--- src/rtl/alarm_pkg.sv ---
// Shared state encoding and default timing for the door/window alarm controller.
package alarm_pkg;

   typedef logic [2:0] state_t;

   localparam state_t DISARMED    = 3'd0;
   localparam state_t EXIT_DELAY  = 3'd1;
   localparam state_t ARMED       = 3'd2;
   localparam state_t ENTRY_DELAY = 3'd3;
   localparam state_t ALARM       = 3'd4;

   localparam int EXIT_CYCLES_DEF  = 16;
   localparam int ENTRY_CYCLES_DEF = 16;
   localparam int SIREN_CYCLES_DEF = 64;
   localparam int CNT_W_DEF        = 8;

endpackage

--- src/rtl/alarm_sync.sv ---
// Two-flop synchroniser for asynchronous level inputs.
// Latency 2 cycles; free-running, no backpressure.
module alarm_sync #(
   parameter int WIDTH = 1
) (
   input  logic             clk,
   input  logic             rst_n,
   input  logic [WIDTH-1:0] i_async,
   output logic [WIDTH-1:0] o_sync
);

   logic [WIDTH-1:0] r_meta;
   logic [WIDTH-1:0] r_sync;

   always_ff @(posedge clk or negedge rst_n) begin
      if (!rst_n) begin
         r_meta <= '0;
         r_sync <= '0;
      end else begin
         r_meta <= i_async;
         r_sync <= r_meta;
      end
   end

   assign o_sync = r_sync;

endmodule

--- src/rtl/alarm_controller.sv ---
// Arming controller: exit/entry delays, timed siren, sticky trip flag around the sensors.
// Inputs act 2 cycles after the pin (synchronisers); outputs registered with state; no backpressure.
module alarm_controller
   import alarm_pkg::*;
#(
   parameter int EXIT_CYCLES  = EXIT_CYCLES_DEF,
   parameter int ENTRY_CYCLES = ENTRY_CYCLES_DEF,
   parameter int SIREN_CYCLES = SIREN_CYCLES_DEF,
   parameter int CNT_W        = CNT_W_DEF
) (
   input  logic       clk,
   input  logic       rst_n,
   input  logic       arm,
   input  logic       disarm,
   input  logic       door,
   input  logic       window,
   output logic       armed,
   output logic       pending,
   output logic       notify,
   output logic       tripped,
   output logic       arm_fail,
   output logic [2:0] state
);

   logic             w_a_s, w_d_s, w_dr_s, w_w_s;
   logic             w_arm_edge, w_cnt_zero, w_fail;
   state_t           r_state, w_state_nxt;
   logic [CNT_W-1:0] r_cnt, w_cnt_nxt;
   logic             r_a_prev;
   logic             r_armed, r_pending, r_notify, r_tripped, r_arm_fail;
   logic             w_armed_nxt, w_pending_nxt, w_notify_nxt, w_tripped_nxt;

   alarm_sync #(.WIDTH(1)) u_sync_arm    (.clk(clk), .rst_n(rst_n), .i_async(arm),    .o_sync(w_a_s));
   alarm_sync #(.WIDTH(1)) u_sync_disarm (.clk(clk), .rst_n(rst_n), .i_async(disarm), .o_sync(w_d_s));
   alarm_sync #(.WIDTH(1)) u_sync_door   (.clk(clk), .rst_n(rst_n), .i_async(door),   .o_sync(w_dr_s));
   alarm_sync #(.WIDTH(1)) u_sync_window (.clk(clk), .rst_n(rst_n), .i_async(window), .o_sync(w_w_s));

   // A held arm key must be released before it can arm again.
   assign w_arm_edge = w_a_s & ~r_a_prev;
   assign w_cnt_zero = (r_cnt == '0);

   always_ff @(posedge clk or negedge rst_n) begin
      if (!rst_n) begin
         r_state    <= DISARMED;
         r_cnt      <= '0;
         r_a_prev   <= 1'b0;
         r_armed    <= 1'b0;
         r_pending  <= 1'b0;
         r_notify   <= 1'b0;
         r_tripped  <= 1'b0;
         r_arm_fail <= 1'b0;
      end else begin
         r_state    <= w_state_nxt;
         r_cnt      <= w_cnt_nxt;
         r_a_prev   <= w_a_s;
         r_armed    <= w_armed_nxt;
         r_pending  <= w_pending_nxt;
         r_notify   <= w_notify_nxt;
         r_tripped  <= w_tripped_nxt;
         r_arm_fail <= w_fail;
      end
   end

   always_comb begin
      w_state_nxt = r_state;
      w_fail      = 1'b0;
      if (w_d_s) begin
         w_state_nxt = DISARMED;
      end else begin
         case (r_state)
            DISARMED:    if (w_arm_edge) w_state_nxt = EXIT_DELAY;
            EXIT_DELAY: begin
               if (w_cnt_zero) begin
                  if (w_dr_s | w_w_s) begin
                     w_state_nxt = DISARMED;
                     w_fail      = 1'b1;
                  end else begin
                     w_state_nxt = ARMED;
                  end
               end
            end
            ARMED: begin
               if (w_w_s)       w_state_nxt = ALARM;
               else if (w_dr_s) w_state_nxt = ENTRY_DELAY;
            end
            ENTRY_DELAY: if (w_w_s | w_cnt_zero) w_state_nxt = ALARM;
            ALARM:       if (w_cnt_zero) w_state_nxt = ARMED;
            default:     w_state_nxt = DISARMED;
         endcase
      end
   end

   // Counter load and output flags are decoded from the next state so they line up with state.
   always_comb begin
      w_cnt_nxt = '0;
      if (w_state_nxt != r_state) begin
         case (w_state_nxt)
            EXIT_DELAY:  w_cnt_nxt = CNT_W'(EXIT_CYCLES - 1);
            ENTRY_DELAY: w_cnt_nxt = CNT_W'(ENTRY_CYCLES - 1);
            ALARM:       w_cnt_nxt = CNT_W'(SIREN_CYCLES - 1);
            default:     w_cnt_nxt = '0;
         endcase
      end else if (!w_cnt_zero) begin
         w_cnt_nxt = r_cnt - 1'b1;
      end

      w_armed_nxt   = (w_state_nxt == ARMED) || (w_state_nxt == ENTRY_DELAY) || (w_state_nxt == ALARM);
      w_pending_nxt = (w_state_nxt == EXIT_DELAY) || (w_state_nxt == ENTRY_DELAY);
      w_notify_nxt  = (w_state_nxt == ALARM);

      w_tripped_nxt = r_tripped;
      if (w_d_s)
         w_tripped_nxt = 1'b0;
      else if ((w_state_nxt == ALARM) && (r_state != ALARM))
         w_tripped_nxt = 1'b1;
   end

   assign armed    = r_armed;
   assign pending  = r_pending;
   assign notify   = r_notify;
   assign tripped  = r_tripped;
   assign arm_fail = r_arm_fail;
   assign state    = r_state;

endmodule

--- config.mk ---
export PLATFORM = sky130hd
export DESIGN_NAME = alarm_controller
export DESIGN_NICKNAME = d
export VERILOG_FILES = /design/src/rtl/alarm_pkg.sv /design/src/rtl/alarm_sync.sv /design/src/rtl/alarm_controller.sv
export SDC_FILE = /design/constraint.sdc
export NUM_CORES = 1
export LEC_CHECK = 0
export BUFFER_PORTS_ARGS = -buffer_cell sky130_fd_sc_hd__buf_2
export CORE_MARGIN = 3
export CORE_UTILIZATION = 59
export DETAILED_ROUTE_END_ITERATION = 8
export HOLD_SLACK_MARGIN = 0.06
export PLACE_DENSITY = 0.84
export SLEW_MARGIN = 25
export SYNTH_ARGS = -nofsm -noshare
export SYNTH_HDL_FRONTEND = slang
export SYNTH_SLANG_ARGS = --single-unit
export TNS_END_PERCENT = 100
--- constraint.sdc ---
create_clock -name clk -period 3.3 [get_ports clk]
set_input_delay 0.165 -clock clk [delete_from_list [all_inputs] [get_ports clk]]
set_output_delay 0.165 -clock clk [all_outputs]
set_load 0.02 [all_outputs]
==> impl_metrics.py, run 1 <==
metrics = {
    "hold_path": {
        "hp-class": "primary input to asynchronous set/reset pin",
    },
    "setup_path": {
        "crit_type": "register to register",
        "critPathMaxStageDelay_ns": 0.46,
        "cp.required_ns": 3.48,
        "r2r-start": "r_cnt[0]",
        "cpMaxStageDelayCell": "nor4b_2",
        "crit_path_start": "r_cnt[0]",
        "crit_chain": "inv_1 -> ha_1 -> nor4b_2 -> nand2_1 -> o21ai_1 -> o31ai_1",
        "crit_fanout": 7,
        "regToRegSetupSlack_ns": 1.40,
        "worstSetupEndpoint": "r_cnt[2]",
        "start_kind": "register",
        "regToRegEndpoint": "r_cnt[2]",
        "reg2reg_depth": 6,
        "cp.arrival_ns": 2.08,
        "end_kind": "register",
    },
    "die": {
        "rows": 15,
        "dieArea_sq_um": 2450,
        "start_util": 0.633,
        "fp.coreArea_sq_um": 1760,
        "die_w_um": 49.5,
        "pin_count": 14,
        "die_h_um": 49.5,
    },
    "power": {
        "p_clk_frac": 0.168,
        "pwr-share-comb": 0.297,
        "p_seq_frac": 0.534,
        "ir_worst_vdd_mv": 0.388,
        "power_switching_uw": 261,
        "internal-power_uw": 515,
        "cellLeakagePower_nw": 0.577,
        "p_sw_frac": 0.336,
        "p_per_area_nw_per_um2": 610,
    },
    "run": {
        "maxCapViolCount": 0,
    },
    "finish": {
        "finalNetCount": 130,
        "fin_util": 0.721,
        "largest_register_ffs": 8,
        "final-seq-area_sq_um": 626,
        "multi_input_area_sq_um": 455,
        "fillCellCount": 142,
        "regMostFlops": "r_cnt",
        "syn_to_final_growth_pct": 13.9,
        "insertedDiodeCount": 0,
        "drive_gt1_frac": 0.197,
    },
    "clock_tree": {
        "clock_sinks": 25,
        "clk_latency_ns": 0.31,
        "clock-root-buffer": "clkbuf_4",
        "cts_buffers": 3,
        "cts_tree": "yes",
        "cts_setup_buffers": 0,
        "h-tree-depth": 1,
        "ctsLongestPathBuffers": 2,
        "clk_pin_slew_worst_paths_ns": 0.13,
        "cts_resized": 0,
    },
    "logic_synthesis": {
        "synthCells": 105,
        "yosysTopAreaCell": "dfrtp_1",
        "synth.most_common_cell": "dfrtp_1",
        "async_flop_share": 1.00,
        "synthDominantCellAreaShare": 0.560,
        "synth_fp_nets": 112,
        "synth_cell_type_count": 36,
        "synth-edff-count": 0,
        "yosysWarnings": 0,
        "synth_top_flop_cell": "dfrtp_1",
        "ys_seq_area_frac": 0.560,
        "synth_area_leaders": "dfrtp_1 56%, nor2_1 5.4%, o31ai_1 4.0%",
        "yosys-top-cells-count": "25 x dfrtp_1, 16 x nor2_1, 8 x nand2_1",
        "synth_seq_cells": 25,
        "syn-cell-area_sq_um": 1120,
        "avgSynthCellArea_sq_um": 10.6,
    },
    "placement": {
        "gp_congestion": 0.926,
        "pre_cts_slack_ns": 1.44,
        "io_buffers": 13,
        "detailed_place_hpwl_um": 1380,
    },
    "global_routing": {
        "antenna_found_initial": 0,
        "gr-total-overflow": 0,
        "grt_usage": 0.186,
        "grt_pass1_wl_um": 3550,
        "grt_pass1_vias": 831,
        "grt_max_degree": 26,
    },
    "sta": {
        "rsz0062_at_grt": "no",
        "finClkSkew_ns": 0.00835,
        "worst_pin_slew_ns": 0.529,
        "finalSetupViolCount": 0,
        "tns_ns": 0,
        "maxSlewViolCount": 0,
        "timing.final.crit_share": 0.576,
        "maxSlewHeadroom": 0.645,
        "fmax_mhz": 526,
        "fin_crit_ns": 1.90,
        "fin_ws_ns": 1.40,
        "finalHoldViolCount": 0,
    },
    "routing": {
        "firstDrtPassIters": 4,
        "via_per_inst": 5.76,
        "ant_nets": 0,
        "drt_iter0_drc": 23,
        "wirelength_um": 1990,
        "drc": 0,
        "wl_per_cell_um": 13.5,
        "vias": 846,
    },
    "status": {
        "outcome": "completed",
    },
}
## logic make-up (layout without fill, tap and decap cells)
kind of cell / count (synthesis) / in the layout / synth area share
flops: 25 / 25 / 0.560
simple gates: 41 / 41 / 0.199
fa+ha+maj: 1 / 1 / 0.0112
xor+xnor: 4 / 4 / 0.0314
buf+inv: 9 / 26 / 0.0325
compound gates: 25 / 25 / 0.166
## per-stage QoR
| stage | area, sq um | instances | hold WS (ns) | total power, mW |
|---|---|---|---|---|
| 6_report | 1270 | 147 | 0.354 | 0.776 |
| 5_1_grt | 1270 | 147 | 0.370 | 0.837 |
| 4_1_cts | 1270 | 147 | 0.364 | 0.780 |
| 3_5_place_dp | 1190 | 138 | 0.171 | 0.645 |
| 3_3_place_gp | 1190 | 138 | 0.162 | 0.637 |
| 2_1_floorplan | 1120 | 105 | -0.131 | 0.592 |
## cell type report
cell class / count / area share
Clock buffer: 3 / 0.0177
Clock inverter: 1 / 0.00590
Inverter: 4 / 0.0118
Multi-Input combinational cell: 71 / 0.358
Sequential cell: 25 / 0.492
Tap cell: 25 / 0.0246
Timing Repair Buffer: 18 / 0.0905
## cells in the final DEF (no fill, tap or decap), types with 2 or more instances in the layout
master	count
dfrtp_1	25
nor2_1	16
buf_2	13
nand2_1	8
o31ai_1	6
dlygate4sd3_1	5
a21oi_1	4
inv_1	4
xnor2_1	4
nor3_1	3
clkbuf_4	3
nand3b_1	2
a31oi_1	2
nand4_1	2
o22ai_1	2
o21ai_0	2
## critical path: cells and delay by family, from the launching register on
family,cells,cell delay (ns)
fa+ha+maj,1,0.22
compound gates,2,0.48
buf+inv,1,0.07
simple gates,2,0.59
flops,1,0.42
## power groups by stage
stage | combinational, mW | sequential (mW) | clock, mW
2_1_floorplan | 0.185 | 0.407 | 0
3_3_place_gp | 0.222 | 0.415 | 0
3_5_place_dp | 0.225 | 0.420 | 0
4_1_cts | 0.232 | 0.414 | 0.135
5_1_grt | 0.258 | 0.422 | 0.158
6_report | 0.231 | 0.415 | 0.131
## per-layer routing
metal,GRT usage,routed length (um),vias to the layer above
li1,-,-,410
met1,0.241,870,407
met2,0.317,1000,27
met3,0.0302,95,2
met4,0.0645,15,0
met5,0,0,-
## worst min-delay path by stage
stage	from	endpoint	slack, ns	depth (start not counted)
3_5_place_dp	rst_n	armed	0.17	1
2_1_floorplan	rst_n	arm_fail	-0.13	0
4_1_cts	rst_n	armed	0.36	2
3_3_place_gp	rst_n	notify	0.16	1
5_1_grt	rst_n	armed	0.37	2
6_report	rst_n	state[1]	0.35	2
## what timing repair did
item                       CTS  global route
setup endpoints to repair    0             0
hold endpoints to repair    29             0
hold buffers                 5             0
Note: power is estimated with default switching activity, not from simulation.
==> inputs of run 2 (changes only) <==
--- a/config.mk
+++ b/config.mk
@@ -7,10 +7,10 @@
 export LEC_CHECK = 0
 export BUFFER_PORTS_ARGS = -buffer_cell sky130_fd_sc_hd__buf_2
 export CORE_MARGIN = 3
-export CORE_UTILIZATION = 59
+export CORE_UTILIZATION = 55
 export DETAILED_ROUTE_END_ITERATION = 8
 export HOLD_SLACK_MARGIN = 0.06
-export PLACE_DENSITY = 0.84
+export PLACE_DENSITY = 0.79
 export SLEW_MARGIN = 25
 export SYNTH_ARGS = -nofsm -noshare
 export SYNTH_HDL_FRONTEND = slang
==> constraint.sdc (replaced) <==
create_clock -name clk -period 1.8 [get_ports clk]
set_input_delay 0.09 -clock clk [delete_from_list [all_inputs] [get_ports clk]]
set_output_delay 0.09 -clock clk [all_outputs]
set_load 0.02 [all_outputs]
==> run 2 against run 1 <==
Die area is 6.4% higher. Count of clock-buffer cells in the layout stayed put. Flip-flop and latch count stayed put. Power is 110% higher. Largest power group unchanged.
==> impl_metrics.py, run 2 (same netlist as run 1, synthesis figures left out) <==
metrics = {
    "finish": {
        "layout_commonest_cell": "dfrtp_1",
        "multi_input_area_sq_um": 482,
        "syn_to_final_growth_pct": 20.9,
        "insertedDiodeCount": 0,
        "stdcell_count": 154,
        "finalNetCount": 137,
        "fin_area_sq_um": 1350,
        "mostFrequentLayoutCells": "25 x dfrtp_1, 16 x nor2_1, 13 x buf_2, 8 x nand2_1, 7 x buf_4",
        "drive_gt1_frac": 0.271,
        "regMostFlops": "r_cnt",
        "final-seq-area_sq_um": 626,
        "largest_register_ffs": 8,
        "fin_util": 0.742,
        "fillCellCount": 126,
    },
    "power": {
        "power_switching_uw": 563,
        "p_seq_frac": 0.472,
        "pwr-share-comb": 0.370,
        "cellLeakagePower_nw": 0.623,
        "p_clk_frac": 0.158,
        "power_mw": 1.60,
        "internal-power_mw": 1.04,
        "ir_worst_vdd_mv": 0.826,
        "p_per_area_nw_per_um2": 1190,
        "p_sw_frac": 0.351,
    },
    "routing": {
        "wl_per_cell_um": 14.4,
        "ant_nets": 0,
        "drt_iter0_drc": 27,
        "firstDrtPassIters": 4,
        "via_per_inst": 6.01,
        "vias": 926,
        "wirelength_um": 2220,
        "drc": 0,
    },
    "setup_path": {
        "end_kind": "register",
        "cp.required_ns": 2.02,
        "crit_fanout": 8,
        "cp.arrival_ns": 1.94,
        "crit_type": "register to register",
        "start_kind": "register",
        "reg2reg_depth": 6,
    },
    "die": {
        "rows": 15,
        "fp.coreArea_sq_um": 1820,
        "pin_count": 14,
        "die_w_um": 51.1,
        "dieArea_sq_um": 2610,
        "start_util": 0.614,
        "die_h_um": 51.1,
    },
    "clock_tree": {
        "clock-root-buffer": "clkbuf_4",
        "cts_buffers": 3,
        "clk_latency_ns": 0.32,
        "clock_sinks": 25,
        "ctsLongestPathBuffers": 2,
        "clk_pin_slew_worst_paths_ns": 0.14,
        "cts_tree": "yes",
        "h-tree-depth": 1,
    },
    "sta": {
        "tns_ns": 0,
        "rsz0062_at_grt": "yes",
        "fin_crit_ns": 1.72,
        "whs_ns": 0.258,
        "timing.final.crit_share": 0.953,
        "worst_pin_slew_ns": 0.524,
        "maxSlewHeadroom": 0.651,
        "finalHoldViolCount": 0,
        "fmax_mhz": 583,
        "maxSlewViolCount": 0,
        "fin_ws_ns": 0.0848,
        "finClkSkew_ns": 0.00932,
        "finalSetupViolCount": 0,
    },
    "global_routing": {
        "grt_usage": 0.196,
        "antenna_found_initial": 0,
        "grt_pass1_wl_um": 3770,
        "gr-total-overflow": 0,
        "grt_max_degree": 26,
        "grt_pass1_vias": 872,
    },
    "status": {
        "outcome": "completed",
    },
    "placement": {
        "io_buffers": 13,
        "dp.cells": 144,
        "gp_congestion": 0.883,
        "pre_cts_slack_ns": 0.00312,
        "post_dp_cell_area_sq_um": 1240,
        "detailed_place_hpwl_um": 1580,
    },
    "run": {
        "maxCapViolCount": 0,
    },
    "hold_path": {
        "hp-class": "primary input to asynchronous set/reset pin",
    },
}
[run 2: worst max-delay path: stages, from the launching register on]
cell and delay [ns]:
dfrtp_1 0.39, inv_1 0.05, ha_1 0.20, nor4b_4 0.15
and2_4 0.16, o311a_4 0.40, o31ai_1 0.27
[run 2: cell type report]
type                       instances  area share
timing repair buffer              25       0.124
clock buffer                       3      0.0167
multi-input combinational         71       0.356
inverter                           4      0.0111
tap                               25      0.0231
sequential                        25       0.463
clock inverter                     1     0.00556
[run 2: worst paths after layout]
kind,start,end,slack [ns]
worst max-delay path,r_cnt[1],r_cnt[5],0.08
worst min-delay path,rst_n,notify,0.26
worst max register to register,r_cnt[1],r_cnt[5],0.08
worst min register to register,u_sync_arm.r_meta,u_sync_arm.o_sync,0.37
max in group asynchronous,rst_n,r_cnt[7],1.19
min in group clk,u_sync_arm.r_meta,u_sync_arm.o_sync,0.37
[run 2: power groups by stage]
stage,clock (mW),combinational [mW],sequential (mW)
2_1_floorplan,0,0.340,0.746
3_5_place_dp,0,0.513,0.759
6_report,0.253,0.593,0.757
5_1_grt,0.280,0.653,0.764
4_1_cts,0.258,0.538,0.756
3_3_place_gp,0,0.497,0.751
[run 2: timing repair]
action / in CTS / in global routing
hold buffers: 5 / 0
buffers inserted: 0 / 1
hold endpoints to repair: 29 / 0
gates cloned: 0 / 0
endpoints found under the setup margin: 3 / 8
pin swaps: 0 / 0
gates resized for setup: 1 / 4
[run 2: metal layers]
metal  up-vias  track usage  part of all wire  routed length [um]
li1        432            -                 -                   -
met1       444        0.264              0.47                1030
met2        41        0.318              0.46                1030
met3         9       0.0350             0.056                 124
met4         0       0.0673             0.015                  34
met5         -            0                 0                   0
